[src/rtl/alu_pkg.sv]
// Shared execute-stage definitions: divider FSM states, saturation limits, latency.
package alu_pkg;

  localparam int WIDTH   = 8;
  localparam int DIV_LAT = WIDTH + 2;

  localparam logic [7:0] SAT_MAX = 8'h7F;
  localparam logic [7:0] SAT_MIN = 8'h80;
  localparam logic [7:0] UMAX    = 8'hFF;

  typedef enum logic [1:0] {
    IDLE = 2'd0,
    LOAD = 2'd1,
    ITER = 2'd2,
    FIX  = 2'd3
  } div_state_e;

endpackage

[src/rtl/div_trial_sub.sv]
// Unsigned (WIDTH+1)-bit trial subtract for the restoring divider; wraps, never saturates.
module div_trial_sub #(
  parameter int WIDTH = 8
) (
  input  logic [WIDTH:0] a,
  input  logic [WIDTH:0] b,
  output logic [WIDTH:0] diff,
  output logic           borrow
);

  assign {borrow, diff} = {1'b0, a} - {1'b0, b};

endmodule

[src/rtl/div_seq_8bit.sv]
// Sequential restoring divider: LOAD takes magnitudes, ITER runs WIDTH shift/subtract
// steps, FIX restores signs and resolves divide-by-zero and signed overflow.
module div_seq_8bit
  import alu_pkg::*;
#(
  parameter int WIDTH = 8
) (
  input  logic             clk,
  input  logic             rst,
  input  logic             start,
  input  logic             signed_op,
  input  logic [WIDTH-1:0] dividend,
  input  logic [WIDTH-1:0] divisor,
  output logic             busy,
  output logic             done,
  output logic [WIDTH-1:0] quotient,
  output logic [WIDTH-1:0] remainder,
  output logic             div_by_zero,
  output logic             ovf
);

  localparam int CW = $clog2(WIDTH);

  div_state_e       state_q, state_d;
  logic [CW-1:0]    cnt_q, cnt_d;
  logic             sgn_q, sgn_d;
  logic [WIDTH-1:0] dvd_q, dvd_d;
  logic [WIDTH-1:0] dvs_q, dvs_d;
  logic [WIDTH-1:0] dvs_mag_q, dvs_mag_d;
  logic [WIDTH-1:0] rem_q, rem_d;
  logic [WIDTH-1:0] sh_q, sh_d;
  logic             q_neg_q, q_neg_d;
  logic             r_neg_q, r_neg_d;
  logic             busy_q, busy_d;
  logic             done_q, done_d;
  logic [WIDTH-1:0] quot_q, quot_d;
  logic [WIDTH-1:0] remo_q, remo_d;
  logic             dbz_q, dbz_d;
  logic             ovf_q, ovf_d;

  logic [WIDTH:0]   trial_a, trial_b, trial_diff;
  logic             trial_borrow, commit;
  logic [WIDTH-1:0] q_fix, r_fix;

  function automatic logic [WIDTH-1:0] mag(input logic [WIDTH-1:0] v, input logic is_signed);
    return (is_signed && v[WIDTH-1]) ? ({WIDTH{1'b0}} - v) : v;
  endfunction

  assign trial_a = {rem_q, sh_q[WIDTH-1]};
  assign trial_b = {1'b0, dvs_mag_q};

  div_trial_sub #(.WIDTH(WIDTH)) u_trial (
    .a      (trial_a),
    .b      (trial_b),
    .diff   (trial_diff),
    .borrow (trial_borrow)
  );

  // The partial remainder stays below the divisor, so a committed difference always fits.
  assign commit = ~trial_borrow & ~trial_diff[WIDTH];
  assign q_fix  = q_neg_q ? ({WIDTH{1'b0}} - sh_q)  : sh_q;
  assign r_fix  = r_neg_q ? ({WIDTH{1'b0}} - rem_q) : rem_q;

  always_comb begin
    state_d   = state_q;
    cnt_d     = cnt_q;
    sgn_d     = sgn_q;
    dvd_d     = dvd_q;
    dvs_d     = dvs_q;
    dvs_mag_d = dvs_mag_q;
    rem_d     = rem_q;
    sh_d      = sh_q;
    q_neg_d   = q_neg_q;
    r_neg_d   = r_neg_q;
    quot_d    = quot_q;
    remo_d    = remo_q;
    dbz_d     = dbz_q;
    ovf_d     = ovf_q;

    case (state_q)
      IDLE: begin
        // done_q marks the result cycle, which must not accept a new request
        if (start && !done_q) begin
          state_d = LOAD;
          dvd_d   = dividend;
          dvs_d   = divisor;
          sgn_d   = signed_op;
          dbz_d   = 1'b0;
          ovf_d   = 1'b0;
        end else begin
          state_d = IDLE;
        end
      end
      LOAD: begin
        dvs_mag_d = mag(dvs_q, sgn_q);
        sh_d      = mag(dvd_q, sgn_q);
        rem_d     = {WIDTH{1'b0}};
        q_neg_d   = sgn_q & (dvd_q[WIDTH-1] ^ dvs_q[WIDTH-1]);
        r_neg_d   = sgn_q & dvd_q[WIDTH-1];
        cnt_d     = CW'(WIDTH - 1);
        state_d   = ITER;
      end
      ITER: begin
        if (commit) begin
          rem_d = trial_diff[WIDTH-1:0];
          sh_d  = {sh_q[WIDTH-2:0], 1'b1};
        end else begin
          rem_d = trial_a[WIDTH-1:0];
          sh_d  = {sh_q[WIDTH-2:0], 1'b0};
        end
        cnt_d = cnt_q - CW'(1);
        if (cnt_q == {CW{1'b0}}) begin
          state_d = FIX;
        end else begin
          state_d = ITER;
        end
      end
      FIX: begin
        if (dvs_q == {WIDTH{1'b0}}) begin
          dbz_d  = 1'b1;
          remo_d = dvd_q;
          if (sgn_q) begin
            quot_d = dvd_q[WIDTH-1] ? WIDTH'(SAT_MIN) : WIDTH'(SAT_MAX);
          end else begin
            quot_d = WIDTH'(UMAX);
          end
        end else if (sgn_q && (dvd_q == WIDTH'(SAT_MIN)) && (dvs_q == WIDTH'(UMAX))) begin
          ovf_d  = 1'b1;
          quot_d = WIDTH'(SAT_MAX);
          remo_d = {WIDTH{1'b0}};
        end else begin
          quot_d = q_fix;
          remo_d = r_fix;
        end
        state_d = IDLE;
      end
      default: begin
        state_d = IDLE;
      end
    endcase

    busy_d = (state_d == ITER) || (state_d == FIX);
    done_d = (state_q == FIX);
  end

  always_ff @(posedge clk) begin
    if (rst) begin
      state_q   <= IDLE;
      cnt_q     <= {CW{1'b0}};
      sgn_q     <= 1'b0;
      dvd_q     <= {WIDTH{1'b0}};
      dvs_q     <= {WIDTH{1'b0}};
      dvs_mag_q <= {WIDTH{1'b0}};
      rem_q     <= {WIDTH{1'b0}};
      sh_q      <= {WIDTH{1'b0}};
      q_neg_q   <= 1'b0;
      r_neg_q   <= 1'b0;
      busy_q    <= 1'b0;
      done_q    <= 1'b0;
      quot_q    <= {WIDTH{1'b0}};
      remo_q    <= {WIDTH{1'b0}};
      dbz_q     <= 1'b0;
      ovf_q     <= 1'b0;
    end else begin
      state_q   <= state_d;
      cnt_q     <= cnt_d;
      sgn_q     <= sgn_d;
      dvd_q     <= dvd_d;
      dvs_q     <= dvs_d;
      dvs_mag_q <= dvs_mag_d;
      rem_q     <= rem_d;
      sh_q      <= sh_d;
      q_neg_q   <= q_neg_d;
      r_neg_q   <= r_neg_d;
      busy_q    <= busy_d;
      done_q    <= done_d;
      quot_q    <= quot_d;
      remo_q    <= remo_d;
      dbz_q     <= dbz_d;
      ovf_q     <= ovf_d;
    end
  end

  assign busy        = busy_q;
  assign done        = done_q;
  assign quotient    = quot_q;
  assign remainder   = remo_q;
  assign div_by_zero = dbz_q;
  assign ovf         = ovf_q;

endmodule

[config.mk]
export PLATFORM = sky130hd
export DESIGN_NAME = div_seq_8bit
export DESIGN_NICKNAME = d
export VERILOG_FILES = /design/src/rtl/alu_pkg.sv /design/src/rtl/div_trial_sub.sv /design/src/rtl/div_seq_8bit.sv
export SDC_FILE = /design/constraint.sdc
export NUM_CORES = 1
export LEC_CHECK = 0
export ABC_AREA = 1
export CORE_UTILIZATION = 55
export CTS_CLUSTER_SIZE = 14
export DETAILED_ROUTE_END_ITERATION = 7
export PLACE_DENSITY = 0.76
export RECOVER_POWER = 100
export SLEW_MARGIN = 40
export SYNTH_ARGS = -nofsm -noshare
export SYNTH_HDL_FRONTEND = slang
export SYNTH_SLANG_ARGS = --single-unit
[constraint.sdc]
create_clock -name clk -period 2.8 [get_ports clk]
set_clock_uncertainty 0.1 [all_clocks]
set_input_delay 0.56 -clock clk [delete_from_list [all_inputs] [get_ports clk]]
set_output_delay 0.56 -clock clk [all_outputs]
set_load 0.01 [all_outputs]
==> summary.txt <==
Outcome
  – Status: finished, violations left
  – Failing checks: max-capacitance violations, max-slew violations

Floorplan
  – Row cnt: 30
  – Core area: 6794 um2
  – Die X-Extent: 85.72 um
  – Starting Density: 56.74%
  – Io pins: 40
  – Die Span Y: 85.72 um
  – Die ar.: 7348 um2

Routing
  – Routed WL: 9146 um
  – WL/cell: 13.53 um
  – Final ANT Viol Nets: 0
  – Via density per instance: 5.358
  – DRC violations left: 0
  – Drt first pass iters: 5
  – Vias: 3622
  – Initial DRC Count: 232

Clock network
  – Root Driver: clkbuf_8
  – H-tree depth: 3
  – Reg clk slew, reported paths: 0.08 ns
  – Hold-fix buffers, CTS: 0
  – Max clock buf depth: 2
  – Num CTS Buffers: 9
  – Post-CTS sizing: 0
  – CTS tree: yes
  – Post-CTS setup buffers: 0
  – CTS sink cnt: 67
  – Clk_lat worst skew: 0.35 ns

Timing
  – Final setup viols: 0
  – RSZ-0062 raised after global routing: no
  – Setup TNS: 0 ns
  – Worst-margin pin slew: 1.647 ns
  – Fin. max-slew vios: 37
  – Final Hold Vio Count: 0
  – Slew HR: -9.830%
  – Final Cycle Share: 85.61%
  – Post-route minimum period: 2.397 ns
  – Fmax: 417.2 MHz

Synth
  – Number of flops mapped to enable cells by yosys: 0
  – Seq cells post-synth: 67
  – Syn Nets: 584
  – Distinct cell type count after synthesis: 37
  – Ys async rst share: 0%
  – Syn Inst Count: 543
  – Ys Warns: 0
  – Synthesized area per cell: 7.099 um2
  – Ys flop type: dfxtp_1
  – Post-Syn Area: 3855 um2
  – Post-synthesis sequential area ratio: 34.79%

Worst setup path
  – Worst r2r src: state_q[1]$_SDFF_PP0_
  – R2r endpoint: dvs_q[4]$_SDFFE_PP0P_
  – CP Capture Type: flop
  – CP endpoint: cnt_q[2]$_SDFFE_PP0P_
  – Reg2Reg Depth: 6
  – Worst Path Class, Setup: primary input to flop
  – Critical path required time: 2.85 ns
  – Crit path from: rst
  – CP Launch Type: primary input
  – R2R Setup Slk: 0.47 ns
  – Crit-path max FO: 36
  – Critical Path AT: 2.44 ns

Job
  – Max Cap Viol: 1

Final layout
  – FF/Latch Area: 1341 um2
  – Antenna Cells: 0
  – Area Growth Syn to Fin: 16.46%
  – Nets: 616
  – Post-route design area: 4489 um2
  – Multi-input gate area: 2133 um2
  – Filler cells: 626
  – Share of layout cells above drive strength 1: 6.724%

Place
  – HPWL Detailed: 6887 um
  – Routability Congestion: 0.8379
  – PortBufs: 39
  – Post-place instance area: 4277 um2

Min path
  – Hold Path Class: flop to flop
  – Hold path depth: 2

Power and ir drop
  – Worst IR drop on VDD: 438.6 uV
  – PD cells: 936.1 nW/um2
  – Leak: 1.952 nW
  – Total power: 4.202 mW

Global route
  – Grt total ovfl: 0
  – Vias in the first global route: 3217
  – GRT Total Usage: 26.00%
  – First-pass GRT wire length: 14840 um
  – Initial antenna violation count: 0
  – Largest net degree at the start of global routing: 37
==> where the power goes <==
part           switching (mW)  internal, mW  total [mW]
clock network           0.403         0.507       0.911
registers               0.182          1.16        1.34
logic                    1.26         0.695        1.95
total                    1.84          2.36        4.20
==> final cells by class <==
type / count / share of cell area [%]
sequential: 67 / 29.88
inverter: 71 / 5.936
multi-input combinational: 384 / 47.52
tap: 96 / 2.676
timing repair buffer: 42 / 9.030
clock inverter: 7 / 2.202
clock buffer: 9 / 2.759
==> worst max-delay path, cell delays in order <==
cell,delay (ns)
dlygate4sd3_1,0.54
clkbuf_1,1.20
a221oi_1,0.14
==> cell usage after synthesis (13+ instances only) <==
master | instances | share of area, %
clkbuf_1 | 13 | 1.3
xor2_1 | 17 | 3.9
dfxtp_1 | 67 | 35
a21oi_1 | 56 | 7.3
nand3_1 | 23 | 3.0
nor2_1 | 24 | 2.3
nand2_1 | 136 | 13
ha_1 | 20 | 6.5
inv_1 | 70 | 6.8
a31oi_1 | 17 | 2.8
o21ai_0 | 40 | 5.2
==> layout by cell type, fill, tap and decap left out, types with 6 or more instances in the layout <==
cell	count
nand2_1	136
inv_1	70
dfxtp_1	67
a21oi_1	56
o21ai_0	40
nor2_1	25
nand3_1	23
dlygate4sd3_1	21
ha_1	20
clkdlybuf4s50_1	18
xor2_1	17
a31oi_1	17
clkbuf_8	9
nand3_2	6
o211ai_1	6
nand4_1	6
==> registers in the layout (all words and copies together) (netlist names) <==
| name | flops |
|---|---|
| dvd_q | 8 |
| dvs_mag_q | 8 |
| dvs_q | 8 |
| quotient | 8 |
| rem_q | 8 |
| remainder | 8 |
| sh_q | 8 |
| cnt_q | 3 |
| state_q | 2 |
| div_by_zero | 1 |
| done | 1 |
| ovf | 1 |
| q_neg_q | 1 |
| r_neg_q | 1 |
| sgn_q | 1 |
==> how the worst min path moves through the flow <==
stage	to	slack, ns	start
6_report	sh_q[6]$_SDFFE_PP0P_	0.37	sh_q[6]$_SDFFE_PP0P_
3_3_place_gp	cnt_q[0]$_SDFFE_PP0P_	0.34	cnt_q[0]$_SDFFE_PP0P_
2_1_floorplan	cnt_q[0]$_SDFFE_PP0P_	0.32	cnt_q[0]$_SDFFE_PP0P_
4_1_cts	cnt_q[0]$_SDFFE_PP0P_	0.37	cnt_q[0]$_SDFFE_PP0P_
3_5_place_dp	cnt_q[0]$_SDFFE_PP0P_	0.35	cnt_q[0]$_SDFFE_PP0P_
5_1_grt	sh_q[6]$_SDFFE_PP0P_	0.40	sh_q[6]$_SDFFE_PP0P_
==> stage by stage <==
stage                     hold WS [ns]  utilization [%]  setup WS, ns  std cells
final                           0.3694            66.08        0.4030        676
after global routing            0.3998            66.08        0.2656        676
after CTS                       0.3673            66.22        0.6165        676
after detailed placement        0.3541            62.95        0.6221        660
after global placement          0.3421            62.95        0.6772        660
after floorplan                 0.3224                -        0.8377        543
==> cells by family after synthesis <==
kind of cell	after synthesis	synth area share, %
flip-flops	67	34.79
XOR/XNOR	19	4.317
buffers and inverters	92	9.802
AND/OR/NAND/NOR	216	25.67
adder cells (fa/ha/maj)	21	7.011
multiplexers	1	0.2921
AO/OA/AOI/OAI	127	18.11
==> routing by layer <==
layer	share of wire (%)	up-vias	global-route usage [%]	routed length [um]
met5	0	-	0	0
met4	1.3	0	7.424	122
met1	47	1635	35.13	4332
li1	-	1853	-	-
met2	46	118	41.82	4167
met3	5.7	16	5.775	524
Power figures use the tool's default switching activity.
